`src/rtl/riscv_mem_pkg.sv`:
```
// riscv_mem_pkg: CRT_MEM field positions, funct3 encodings and FSM states for the memory stage.
package riscv_mem_pkg;
    localparam int CRT_MEM_READ  = 0;
    localparam int CRT_MEM_WRITE = 1;
    localparam int CRT_F3_LO     = 2;
    localparam int CRT_F3_HI     = 4;
    localparam logic [2:0] F3_LB  = 3'b000;
    localparam logic [2:0] F3_LH  = 3'b001;
    localparam logic [2:0] F3_LW  = 3'b010;
    localparam logic [2:0] F3_LBU = 3'b100;
    localparam logic [2:0] F3_LHU = 3'b101;
    localparam logic [2:0] F3_SB  = 3'b000;
    localparam logic [2:0] F3_SH  = 3'b001;
    localparam logic [2:0] F3_SW  = 3'b010;
    typedef enum logic [1:0] {IDLE, REQ, DONE} mem_state_e;
    function automatic logic f3_legal(logic is_load, logic [2:0] f3);
        return is_load ? (f3 inside {F3_LB, F3_LH, F3_LW, F3_LBU, F3_LHU})
                       : (f3 inside {F3_SB, F3_SH, F3_SW});
    endfunction
endpackage

```
`src/rtl/mem_load_align.sv`:
```
// mem_load_align: picks the addressed byte/half/word lane out of a read word and sign/zero-extends it.
module mem_load_align
    import riscv_mem_pkg::*;
(
    input  logic [31:0] rdata,
    input  logic [1:0]  off,
    input  logic [2:0]  funct3,
    output logic [31:0] data
);
    logic [31:0] lane;
    assign lane = rdata >> {off, 3'b000};
    always_comb
        data = funct3 == F3_LB  ? {{24{lane[7]}}, lane[7:0]}   :
               funct3 == F3_LH  ? {{16{lane[15]}}, lane[15:0]} :
               funct3 == F3_LBU ? {24'b0, lane[7:0]}           :
               funct3 == F3_LHU ? {16'b0, lane[15:0]}          : lane;
endmodule

```
`config.mk`:
```
export PLATFORM = sky130hd
export DESIGN_NAME = mem_load_align
export DESIGN_NICKNAME = d
export VERILOG_FILES = /design/src/rtl/riscv_mem_pkg.sv /design/src/rtl/mem_load_align.sv
export SDC_FILE = /design/constraint.sdc
export NUM_CORES = 1
export LEC_CHECK = 0
export CORE_MARGIN = 2
export CORE_UTILIZATION = 29
export DETAILED_ROUTE_END_ITERATION = 8
export PLACE_DENSITY = 0.8
export SYNTH_ARGS = -nofsm -noshare
export SYNTH_HDL_FRONTEND = slang
export SYNTH_SLANG_ARGS = --single-unit
```
`constraint.sdc`:
```
create_clock -name vclk -period 1.6
set_input_delay 0.24 -clock vclk [all_inputs]
set_output_delay 0.24 -clock vclk [all_outputs]
set_load 0.01 [all_outputs]
```
-- Word-level counts from Yosys, hierarchy flattened
Cells that the tools add are included.
- flip-flop bits (word level): 0
- output and inout port bits: 32
- equal/unequal tests: 3
- shifts and indexed selects: 1
- multiplexer cells: 4
- reduce and logical (&&, ||, !) cells: 1
- operator list (operator ; count):
    32-bit 2-to-1 mux ; 4
    32-bit by 5-bit right shift with 32-bit output ; 1
    3-bit == test (second input constant) ; 2
    3-bit by 1-bit == test with 1-bit output (second input constant) ; 1
    3-bit logical NOT ; 1

-- Logic depth before layout (Yosys ltp)
- depth after elaboration: 5
- gate-level depth with buffers: 5
- depth with buffers taken out: 3

-- Least setup slack after synthesis
No wires, ideal clock.
- path type: input-to-output
- start point: input port off[0]
- end point: output port data[16]
- data arrival time: 1.447 ns
- slack: -0.087 ns
- cell stages on the path: 5
- buffers on the path: 2
- cells stage by stage: buf_6 mux4_2 nor3_4 buf_6 a21oi_1
- cells in the longest elaborated chain, start to end: 5
- RTL lines (what ; RTL line ; RTL):
    start, declared ; mem_load_align.sv:6 ; input logic [1:0] off,
    32-bit by 5-bit right shift with 32-bit output * ; mem_load_align.sv:11 ; assign lane = rdata >> {off, 3'b000};
    32-bit 2-to-1 mux ; mem_load_align.sv:16 ; funct3 == F3_LHU ? {16'b0, lane[15:0]} : lane;
    32-bit 2-to-1 mux ; mem_load_align.sv:15 ; funct3 == F3_LBU ? {24'b0, lane[7:0]} :
    32-bit 2-to-1 mux ; mem_load_align.sv:14 ; funct3 == F3_LH ? {{16{lane[15]}}, lane[15:0]} :
    32-bit 2-to-1 mux * ; mem_load_align.sv:13 ; data = funct3 == F3_LB ? {{24{lane[7]}}, lane[7:0]} :
    end, declared ; mem_load_align.sv:8 ; output logic [31:0] data
Every way passes the cells marked *; elsewhere a longest branch is shown, timed or not.

-- Worst setup path in the final report
- start point: input port off[0]
- end point: output port data[9]
The elaborated chain is that of the path after synthesis.

==> impl_results.rst <==
.. list-table::
   :header-rows: 1

   * - Metric
     - Value
   * - DRT Pass-1 Iters
     - 4
   * - Achievable frequency
     - 566 MHz
   * - Vias after detailed routing
     - 1264
   * - Crit start category
     - input pin
   * - Placer's final routability congestion estimate
     - 0.810
   * - Number of inserted diodes
     - 0
   * - Width of the chip
     - roughly 55 um
   * - Share of power burned in registers
     - 0%
   * - Fraction of final layout cells with drive strength greater than 1
     - 51.9%
   * - Cell internal power dissipation
     - 288 uW
   * - Vias in the first global route
     - 1247
   * - Post-Route Utilization
     - 67.1%
   * - Post-Syn Instances
     - 117
   * - Worst slew pin tran
     - 0.302 ns
   * - P_leak
     - 0.000760 uW
   * - Smallest hold slack
     - 1.01 ns
   * - Pin count of the biggest net entering global routing
     - 24
   * - Switching power
     - 256 uW
   * - PnR worst setup slack
     - -0.166 ns
   * - Clock buf count
     - 0
   * - Required time reported for the critical path endpoint
     - 1.36 ns
   * - Max-cap violations
     - 0
   * - Crit Path Category
     - input pin to output port
   * - GRT Util Overall
     - 24.8%
   * - Syn_area_per_cell
     - 6.41 um2
   * - Arr. time, crit path
     - 1.53 ns
   * - Most frequent cells in the layout
     - 28 x sky130_fd_sc_hd__clkdlybuf4s50_1, 28 x sky130_fd_sc_hd__buf_2, 20 x sky130_fd_sc_hd__a21oi_2
   * - Total wire length
     - 3900 um
   * - Post-place setup slack
     - -0.955 ns
   * - Dominant combinational cell family by area after synthesis
     - multiplexers
   * - Area occupied by registers
     - 0 um2
   * - Switch share
     - around 47%
   * - Fill count
     - 200
   * - Detailed-route wire length per cell
     - 16.5 um
   * - Final number of setup-violating endpoints
     - 25
   * - Number of distinct standard cells referenced by the synthesized netlist
     - 18
   * - Layout Cell Area excl Fill
     - 1650 um2
   * - Max-slew headroom
     - between 70% and 80%
   * - Starting density of the core
     - 30.5%
   * - Number of nets in the synthesized netlist
     - 154
   * - Hold/Removal Path Class
     - input pin to output port
   * - Area after DPL
     - roughly 1600 um2
   * - Portion of the clock cycle consumed by the worst path in the final layout
     - 110%
   * - Outcome
     - complete, but fails checks
   * - Number of buffers inserted by port buffering
     - 69
   * - Post-layout minimum cycle time
     - 1.77 ns
   * - Post-detailed-route count of antenna-violating nets
     - 0
   * - Number of warnings issued by yosys
     - 0
   * - Number of failing hold endpoints at the final stage
     - 0
   * - Parity-gate share of the synthesized area counting xor and xnor cells
     - 0%
   * - Antenna violations before repair
     - 0
   * - Power per cell area
     - between 300 and 400 nW/um2
   * - Post-synthesis compound-gate area fraction
     - 28.2%
   * - Post-DP HPWL
     - 2710 um
   * - Mux contribution to synthesized area
     - between 30% and 40%
   * - Count of flip-flops and latches
     - 0
   * - Remaining Overflow, GRT
     - 0
   * - Wire length of the first global-routing pass
     - ~5500 um
   * - Combinational Power Share
     - 100.0%
   * - Area of combinational cells with multiple inputs
     - 818 um2
   * - Vias per Instance
     - between 5 and 6
   * - Portion of total power attributed to the clock network
     - 0%
   * - Post-Synthesis Cell Area
     - 749 um2
   * - Synthesized-area fraction occupied by adder cells
     - 0%
   * - Worst IR drop on VDD
     - 0.187 mV
   * - Final Max Slew Viols
     - 0
   * - Number of remaining DRC errors
     - 0
   * - Core ar.
     - ~2500 um2
   * - Count of routing violations after the opening detailed-route iteration
     - 23
   * - Sequential element share of the synthesized area
     - 0%
   * - Unrepaired setup endpoints after global routing
     - yes
   * - Layout area overhead
     - 120%
   * - Largest fanout on the critical path
     - 5
   * - I/O pin cnt
     - 69
   * - Std-Cell Rows
     - 18
   * - Setup TNS
     - -3.27 ns
   * - Post-Synth Simple-Gate Area
     - 27.7%
   * - Vertical die dimension
     - 54.8 um
   * - Die outline area
     - 3010 um2
   * - Violated checks
     - negative setup slack
   * - Layout net count
     - between 200 and 250
   * - Category of the worst setup path capture point
     - output port
-- stage by stage --
step | std cells | total power (uW)
6_report | 236 | 543
3_5_place_dp | 228 | 536
5_1_grt | 236 | 578
3_3_place_gp | 228 | 524
2_1_floorplan | 117 | 217
4_1_cts | 236 | 520
-- worst paths after layout --
path,depth (start not counted),to,start,slack [ns]
worst max-delay path,7,data[9],off[0],-0.17
worst min-delay path,5,data[31],rdata[31],1.01
-- area by class of cell --
cell class	instances	area share (%)
inverters	1	0.228
well taps	30	2.28
repair buffers	98	47.8
multi-input cells	107	49.7
-- critical path: stages --
cell and delay (ns):
sky130_fd_sc_hd__buf_8 0.08, sky130_fd_sc_hd__mux4_2 0.58, sky130_fd_sc_hd__a21oi_2 0.18, sky130_fd_sc_hd__buf_6 0.15
sky130_fd_sc_hd__buf_6 0.12, sky130_fd_sc_hd__a21oi_2 0.03, sky130_fd_sc_hd__buf_2 0.14
-- synth_stat cells (2+ instances only) --
library cell               count  area, um2
sky130_fd_sc_hd__buf_2         3       15.0
sky130_fd_sc_hd__buf_6         2       22.5
sky130_fd_sc_hd__mux2i_1      15        150
sky130_fd_sc_hd__nand2_1      16       60.1
sky130_fd_sc_hd__clkbuf_1      4       15.0
sky130_fd_sc_hd__nor2b_1       3       18.8
sky130_fd_sc_hd__o21ai_0       8       40.0
sky130_fd_sc_hd__mux2_2        9        101
sky130_fd_sc_hd__or2_2         8       50.1
sky130_fd_sc_hd__nand3_1       9       45.0
sky130_fd_sc_hd__nor2_1        3       11.3
sky130_fd_sc_hd__a21oi_1      31        155
-- metal layers --
metal	vias to the layer above	global-route usage [%]	wire length, um
met5	-	0	0
met2	53	46.0	2030
met3	10	4.64	312
met4	0	7.50	101
met1	599	28.1	1460
li1	602	-	-
-- power by group through the flow --
stage	sequential (uW)	clock, uW	combinational, uW
final	0	0	543
after global routing	0	0	578
after CTS	0	0	520
after detailed placement	0	0	536
after global placement	0	0	524
after floorplan	0	0	217
-- kinds of logic after synthesis --
logic type | Yosys count
AOI/OAI and AO/OA | 41
and+or+nand+nor | 41
muxes | 25
buffers and inverters | 10
-- repair_timing --
item | CTS | global route
hold buffers | 0 | 0
gates resized for setup | 167 | 27
pin swaps | 2 | 1
endpoints found under the setup margin | 32 | 32
cloned | 1 | 1
buffers inserted | 7 | 1
(Power assumes the default switching activity.)
